### src/rtl/hiscore_ram_port.sv
// hiscore_ram_port
// -----------------------------------------------------------------------------
// Arbitrates the Z80 work-RAM port between the CPU and the hiscore engine.
// The CPU owns the RAM by default. When the hiscore engine raises hs_access,
// the core is stalled (cpu_pause) and the port waits for GUARD consecutive
// CPU-idle cycles before handing the RAM over (hs_grant). When hs_access
// drops, one RELEASE cycle separates the hiscore engine from the CPU again.
//
// Handshake: hs_access is a level request and hs_grant is the acknowledge.
// While hs_grant=1 the hiscore engine may present one address per cycle on
// hs_ad; read data for that address appears on hs_do two cycles later, and
// hs_we writes hs_di in the same cycle. Nothing on the hiscore side has any
// effect while hs_grant=0.
//
// Ports
//   clk48M        sole clock (rising edge)
//   reset_n       synchronous active-low reset
//   cpu_ad/do     Z80 address / write data
//   cpu_mreq/wr   Z80 memory cycle / write strobe
//   hs_access     hiscore ownership request (level)
//   hs_ad/di/we   hiscore address / write data / write strobe
//   ram_rd        work-RAM read data (1-cycle BRAM latency)
//   ram_ad/wd/we  work-RAM address / write data / write enable
//   hs_do         registered read data to the hiscore engine
//   hs_grant      hiscore engine owns the RAM
//   cpu_pause     stall request to the core
//   cpu_conflict  sticky: a CPU write was dropped while granted
//   state_dbg     current FSM state (0 IDLE, 1 DRAIN, 2 GRANT, 3 RELEASE)
// -----------------------------------------------------------------------------
module hiscore_ram_port #(
  parameter logic [15:0] BASE  = 16'hC000,
  parameter int          AW    = 12,
  parameter int          GUARD = 4          // must be >= 1
) (
  input  logic          clk48M,
  input  logic          reset_n,
  input  logic [15:0]   cpu_ad,
  input  logic [7:0]    cpu_do,
  input  logic          cpu_mreq,
  input  logic          cpu_wr,
  input  logic          hs_access,
  input  logic [15:0]   hs_ad,
  input  logic [7:0]    hs_di,
  input  logic          hs_we,
  input  logic [7:0]    ram_rd,
  output logic [AW-1:0] ram_ad,
  output logic [7:0]    ram_wd,
  output logic          ram_we,
  output logic [7:0]    hs_do,
  output logic          hs_grant,
  output logic          cpu_pause,
  output logic          cpu_conflict,
  output logic [1:0]    state_dbg
);

  localparam int            CW      = $clog2(GUARD + 1);
  localparam logic [CW-1:0] GUARD_C = CW'(GUARD);

  typedef enum logic [1:0] {
    S_IDLE    = 2'd0,
    S_DRAIN   = 2'd1,
    S_GRANT   = 2'd2,
    S_RELEASE = 2'd3
  } state_t;

  state_t        state;
  logic [CW-1:0] idle_cnt;

  // Read pipeline: a granted address in cycle N is read by the BRAM at the
  // end of N; the stage below registers ram_rd into hs_do at the end of N+1.
  logic rd_valid;
  logic rd_inwin;

  // Offsets are taken in 17 bits so an address below BASE borrows into bit 16
  // instead of wrapping; in-window means every bit above the RAM index is 0.
  logic [16:0] cpu_off;
  logic [16:0] hs_off;
  logic        cpu_in;
  logic        hs_in;

  assign cpu_off = {1'b0, cpu_ad} - {1'b0, BASE};
  assign hs_off  = {1'b0, hs_ad}  - {1'b0, BASE};
  assign cpu_in  = (cpu_off[16:AW] == '0);
  assign hs_in   = (hs_off[16:AW]  == '0);

  assign state_dbg = state;

  // RAM mux. The CPU keeps the port in IDLE and DRAIN, the hiscore side has
  // it only in GRANT, and RELEASE writes nothing. Reset blocks any write on
  // the edge where it is sampled.
  always_comb begin
    ram_ad = cpu_off[AW-1:0];
    ram_wd = cpu_do;
    ram_we = 1'b0;
    case (state)
      S_IDLE, S_DRAIN: ram_we = cpu_mreq & cpu_wr & cpu_in;
      S_GRANT: begin
        ram_ad = hs_off[AW-1:0];
        ram_wd = hs_di;
        ram_we = hs_we & hs_in;
      end
      default: ram_we = 1'b0;
    endcase
    if (!reset_n) ram_we = 1'b0;
  end

  always_ff @(posedge clk48M) begin
    if (!reset_n) begin
      state        <= S_IDLE;
      idle_cnt     <= '0;
      hs_grant     <= 1'b0;
      cpu_pause    <= 1'b0;
      cpu_conflict <= 1'b0;
      rd_valid     <= 1'b0;
      rd_inwin     <= 1'b0;
      hs_do        <= 8'h00;
    end else begin
      case (state)
        S_IDLE: begin
          idle_cnt <= '0;
          if (hs_access) begin
            state     <= S_DRAIN;
            cpu_pause <= 1'b1;
          end
        end
        S_DRAIN: begin
          // A dropped request wins over a grant that is due this cycle.
          if (!hs_access) begin
            state     <= S_IDLE;
            cpu_pause <= 1'b0;
            idle_cnt  <= '0;
          end else if (idle_cnt == GUARD_C) begin
            state    <= S_GRANT;
            hs_grant <= 1'b1;
            idle_cnt <= '0;
          end else if (cpu_mreq) begin
            idle_cnt <= '0;
          end else begin
            idle_cnt <= idle_cnt + CW'(1);
          end
        end
        S_GRANT: begin
          if (cpu_mreq && cpu_wr) cpu_conflict <= 1'b1;
          if (!hs_access) begin
            state     <= S_RELEASE;
            hs_grant  <= 1'b0;
            cpu_pause <= 1'b0;
          end
        end
        default: begin
          state <= S_IDLE;
        end
      endcase

      rd_valid <= (state == S_GRANT);
      rd_inwin <= hs_in;
      if (rd_valid) hs_do <= rd_inwin ? ram_rd : 8'h00;
    end
  end

endmodule
### config.mk
export PLATFORM = sky130hd
export DESIGN_NAME = hiscore_ram_port
export DESIGN_NICKNAME = d
export VERILOG_FILES = /design/src/rtl/hiscore_ram_port.sv
export SDC_FILE = /design/constraint.sdc
export NUM_CORES = 1
export LEC_CHECK = 0
export ABC_AREA = 1
export CAP_MARGIN = 20
export CORE_ASPECT_RATIO = 0.5
export CORE_MARGIN = 1
export CORE_UTILIZATION = 29
export CTS_CLUSTER_SIZE = 25
export DETAILED_ROUTE_END_ITERATION = 6
export GPL_TIMING_DRIVEN = 0
export PLACE_DENSITY = 0.73
export SLEW_MARGIN = 20
export SYNTH_ARGS = -nofsm -noshare
export SYNTH_HDL_FRONTEND = slang
export SYNTH_SLANG_ARGS = --single-unit
### constraint.sdc
create_clock -name clk48M -period 1.15 [get_ports clk48M]
set_input_delay 0.115 -clock clk48M [delete_from_list [all_inputs] [get_ports clk48M]]
set_output_delay 0.115 -clock clk48M [all_outputs]
set_load 0.01 [all_outputs]
**After elaboration in Yosys (flattened, before gate mapping)**

Index checks and enable logic that the tools add are counted.

- Flip-flop bits (word level): 18
- Bits in latches: 0
- Memory bits (writable): 0
- Bits in read-only memories: 0
- Bits of input ports: 62
- Output and inout bits: 34
- Word-level logic and storage cells: 56
- Memories kept: 0

- Add/subtract/negate cells: 3
- Multipliers: 0
- Divide/modulo/power cells: 0
- $lt $le $gt $ge: 0
- Eq/ne operators: 9
- Shift-type cells: 0
- Muxes and demuxes: 20
- Bitwise operators: 3
- Reductions and logical operators: 13

Operators with widths:

| kind | count |
|---|---|
| 16-bit by 16-bit subtractor with 17-bit output, second input constant | 2 |
| 8-bit 2-to-1 mux | 2 |
| 12-bit 2-to-1 mux | 1 |
| 5-bit zero test | 2 |
| 2-bit inequality test, second input constant | 5 |
| 3-bit 2-to-1 mux | 3 |
| 2-bit 2-to-1 mux | 4 |
| 1-bit one-hot mux with 2 select lines | 3 |
| 2-bit one-hot mux with 3 select lines | 1 |
| 3-bit one-hot mux with 2 select lines | 1 |
| 3-bit AND reduction | 2 |
| 2-bit nonzero test | 3 |
| 1-bit 2-to-1 mux | 5 |
| 4-bit AND reduction | 1 |
| 2-bit OR reduction | 2 |
| 3-bit by 1-bit adder with 3-bit output, second input constant | 1 |
| 1-bit AND | 3 |
| 3-bit equality test, second input constant | 1 |
| 3-bit inequality test, second input constant | 1 |
| 2-bit by 1-bit equality test with 1-bit output, second input constant | 1 |
| 2-bit equality test, second input constant | 1 |
| 2-bit zero test | 1 |
| 2-bit AND reduction | 1 |
| 1-bit logical AND | 1 |

**Logic depth before layout (Yosys ltp)**

- Depth after elaboration: 5
- Mapped depth: 9
- Mapped depth without buffers: 9

**Worst setup path before layout**

OpenSTA, ideal clock, no wires.

- Kind: flip-flop to output port
- From: register state[0], in the netlist state_dbg[0]
- To: output port ram_ad[0]
- Data arrival time: 1.227 ns
- Required time: 1.035 ns
- Path slack: -0.192 ns
- Stages on the path, launching flop included: 8
- Buffers on the path: 2
- Cell sequence: dfxtp_1 inv_1 ha_1 buf_6 inv_1 buf_2 nand2_1 nand2_1

- Cells in the longest elaborated chain, start to end: 2

Ends and longest elaborated chain:

| element | line | text |
|---|---|---|
| start, declared | 66 | `state_t state;` |
| start signal, assigned | 109 | `state <= S_IDLE;` |
| start signal, assigned | 122 | `state <= S_DRAIN;` |
| start signal, assigned | 129 | `state <= S_IDLE;` |
| 2-bit equality test | 95 | `case (state)` |
| 12-bit 2-to-1 mux | 95 |  |
| end, declared | 46 | `output logic [AW-1:0] ram_ad,` |

No other way between the ends.

**Worst setup path after layout**

- From: register state[0], in the netlist state_dbg[0]
- To: output port ram_we

- Cells in the longest elaborated chain, start to end: 4
- Elaborated cells on any way between the ends: 6
- Those cells by class: eq/ne: 2; mux: 2; reduce/logical: 2

Ends and longest elaborated chain:

| element | line | text |
|---|---|---|
| 2-bit by 1-bit equality test with 1-bit output or 2-bit zero test (tied branches) | 95 |  |
| 2-bit OR reduction | 95 |  |
| 1-bit one-hot mux with 2 select lines * | 95 |  |
| 1-bit 2-to-1 mux * | 104 | `if (!reset_n) ram_we = 1'b0;` |
| end, declared | 48 | `output logic ram_we,` |

Mark *: on every way between the ends. The rest lies on a longest branch, timed or not.

==> run_results.csv <==
group,metric,value,unit
outcome,status,"complete, but fails checks",
outcome,violations,"negative setup slack",
drt,drt-total-wl,4.33,mm
placement,numPortBuffers,94,
timing,fin_ws,-0.328,ns
drt,routed_via_density,4.59,
worst_setup_path,path_max_fanout,3,
cts,cts_sinks,18,
synth,yosysUniqueCellTypes,21,
worst_setup_path,worstReg2RegStart,"state_dbg[0]",
synth,synth_nets,261,
drt,drc,0,
power,total_power,1.81,mW
power,powerDensity,739,mW/mm^2
drt,num_vias,1638,
timing,max_slew_margin,78.2,%
power,p_leak,1.16,nW
synth,synth_top_cell_by_area,"dfxtp_1",
synth,synth.area.top_cells,"dfxtp_1 31%, nand2_1 30%, ha_1 6.5%",
synth,synth_area,0.00116,mm^2
worst_setup_path,crit_start,"state_dbg[0]",
worst_setup_path,crit_chain,"inv_4 > buf_6 > ha_4 > nor2_4 > nor2_1 > nand2_1 > a21oi_2 > buf_2",
synth,synth_top_area_share,31.1,%
cts,clock_latency,0.25,ns
floorplanning,core_area,0.00362,mm^2
timing,worst_pin_slew,0.326,ns
synth,synth.most_common_cell,"nand2_1",
global_route,grt_max_degree,11,
timing,fin_hold_ws,0.192,ns
cts,cts_tree,"done",
worst_setup_path,r2r_cells,10,
worst_setup_path,cp-start-kind,"flop",
finish,num_antenna_cells,0,
worst_setup_path,required,1.03,ns
worst_setup_path,reg2reg_slack,-0.27,ns
cts,ctsHoldBuffers,0,
floorplanning,die_h,46.7,um
run,max_cap_viol_count,0,
cts,ctsRootBufferMaster,"clkbuf_8",
synth,synthArstFlopShare,0,%
synth,syn_inst,193,
synth,synth_common_cells,"94 x nand2_1, 18 x dfxtp_1, 17 x inv_1, 14 x a21oi_1, 14 x nand3_1",
worst_setup_path,critPathArrivalTime,1.36,ns
timing,skew,0.00242,ns
timing,fin_crit,1.48,ns
synth,syn_avg_cell_area,6.00,um^2
synth,yosys_register_bits,18,
floorplanning,rows,15,
timing,rsz0062_at_grt,"true",
drt,wire_per_inst,12.1,um
global_route,antenna_found_initial,0,
placement,hpwl,2.99,mm
cts,htreeDepth,1,
timing,finalSetupTns,-7.14,ns
synth,ys_warn_count,0,
drt,drt-pass1-iter-count,4,
cts,numCtsBuffers,3,
worst_hold_path,hold_class,"input pin to flop",
worst_setup_path,worstSetupPathType,"flop to primary output",
cts,clkTransAtPathRegs,0.07,ns
worst_setup_path,crit_path_max_incr_delay,0.36,ns
finish,drive_gt1_share,31.4,%
drt,postRouteAntennaNets,0,
global_route,grt_usage,19.2,%
worst_setup_path,reg2reg_to,"state_dbg[1]",
global_route,grt_pass1_wl,6.33,mm
floorplanning,initial_core_util,32.0,%
timing,finalCritPeriodShare,129,%
placement,gp_congestion,0.746,
timing,fmax,0.676,GHz
finish,area_growth,111,%
floorplanning,num_io_pins,96,
floorplanning,fp.dieW,91.4,um
power,ir_drop,0.620,mV
synth,synth_edf_count,0,
timing,final_max_slew_viol_count,0,
global_route,overflow,0,
timing,setup_viol,28,
finish,final_net_count,375,
synth,ys.flop_type,"dfxtp_1",
worst_setup_path,endpoint_kind,"primary output",
worst_setup_path,slowest_stage,"dfxtp_4",
floorplanning,die-area,0.00427,mm^2
global_route,first_global_vias,1414,
worst_setup_path,cp-endpoint,"ram_we",
timing,finalHoldViolCount,0,
cts,clock_path_buffers,2,
synth,seq_area_frac_synth,31.1,%
drt,drt_iter0_drc,37,
metrics by stage:
stage	area (um^2)	cells	utilization [%]	worst slack, ns
3_5_place_dp	2210	338	61.1	-0.550
3_3_place_gp	2210	338	61.1	-0.536
4_1_cts	2370	354	65.4	-0.319
5_1_grt	2450	357	67.6	-0.389
2_1_floorplan	1210	193	-	-0.00274
6_report	2450	357	67.6	-0.328
per-layer routing:
metal	up-vias	share of wire [%]	GRT usage, %
met1	742	45	24.0
met3	4	5.2	2.48
met2	68	49	36.2
met5	-	0	0
li1	824	-	-
met4	0	1.1	5.08
cell families (layout without fill, tap and decap cells):
family                     after synthesis  after routing  synth area share, %
adders and majority gates                6              6                 6.48
buffers and inverters                   28            141                 11.0
AOI/OAI and AO/OA                       17             17                 7.34
DFF                                     18             18                 31.1
and+or+nand+nor                        124            124                 44.1
worst min path at each step:
stage,start,endpoint,cells past startpoint
final,reset_n,state_dbg[0],3
after global routing,reset_n,state_dbg[0],3
after CTS,reset_n,state_dbg[0],3
after detailed placement,cpu_pause,cpu_pause,2
after global placement,cpu_pause,cpu_pause,2
after floorplan,hs_ad[13],rd_inwin,1
cell type report:
class                      instances  area (um^2)
fill                             323         1170
timing repair buffer             110          971
multi-input combinational        147          831
sequential                        18          368
inverter                          19         88.8
buffer                             8         70.1
tap                               51         63.8
clock buffer                       4         55.1
cell usage in the layout (no fill, tap or decap), types with 4 or more instances in the layout:
cell type	instances
nand2_2	17
nand3_1	11
clkbuf_8	4
inv_2	5
dfxtp_1	16
clkdlybuf4s50_1	60
nor2_1	6
a21oi_2	4
nor2_4	4
dlygate4sd2_1	12
a21oi_1	10
buf_4	8
inv_1	10
nand2_1	75
buf_2	22
buf_6	13
flip-flops by register name, indices dropped and copies added, names as in the netlist:
signal,flops
cpu_pause,1
idle_cnt,3
hs_grant,1
rd_valid,1
state_dbg,2
rd_inwin,1
hs_do,8
cpu_conflict,1
repair_timing:
action                                  CTS  global route
gates resized for setup                 144            15
gates cloned                              4             0
buffers inserted                          9             3
endpoints found under the setup margin   38            30
pin swaps                                 8            11
where the power goes:
group	internal [mW]	leakage (nW)	switching (mW)	total, mW
sequential	0.636	0.147	0.0110	0.647
combinational	0.380	0.980	0.264	0.644
clock	0.304	0.0288	0.214	0.518
total	1.32	1.16	0.489	1.81
critical path, delay by kind of cell (launching register included):
kind / cells / cell delay, ns
flops: 1 / 0.36
fa+ha+maj: 1 / 0.15
buf+inv: 3 / 0.29
compound gates: 1 / 0.11
simple gates: 3 / 0.19
(Power assumes the default switching activity.)
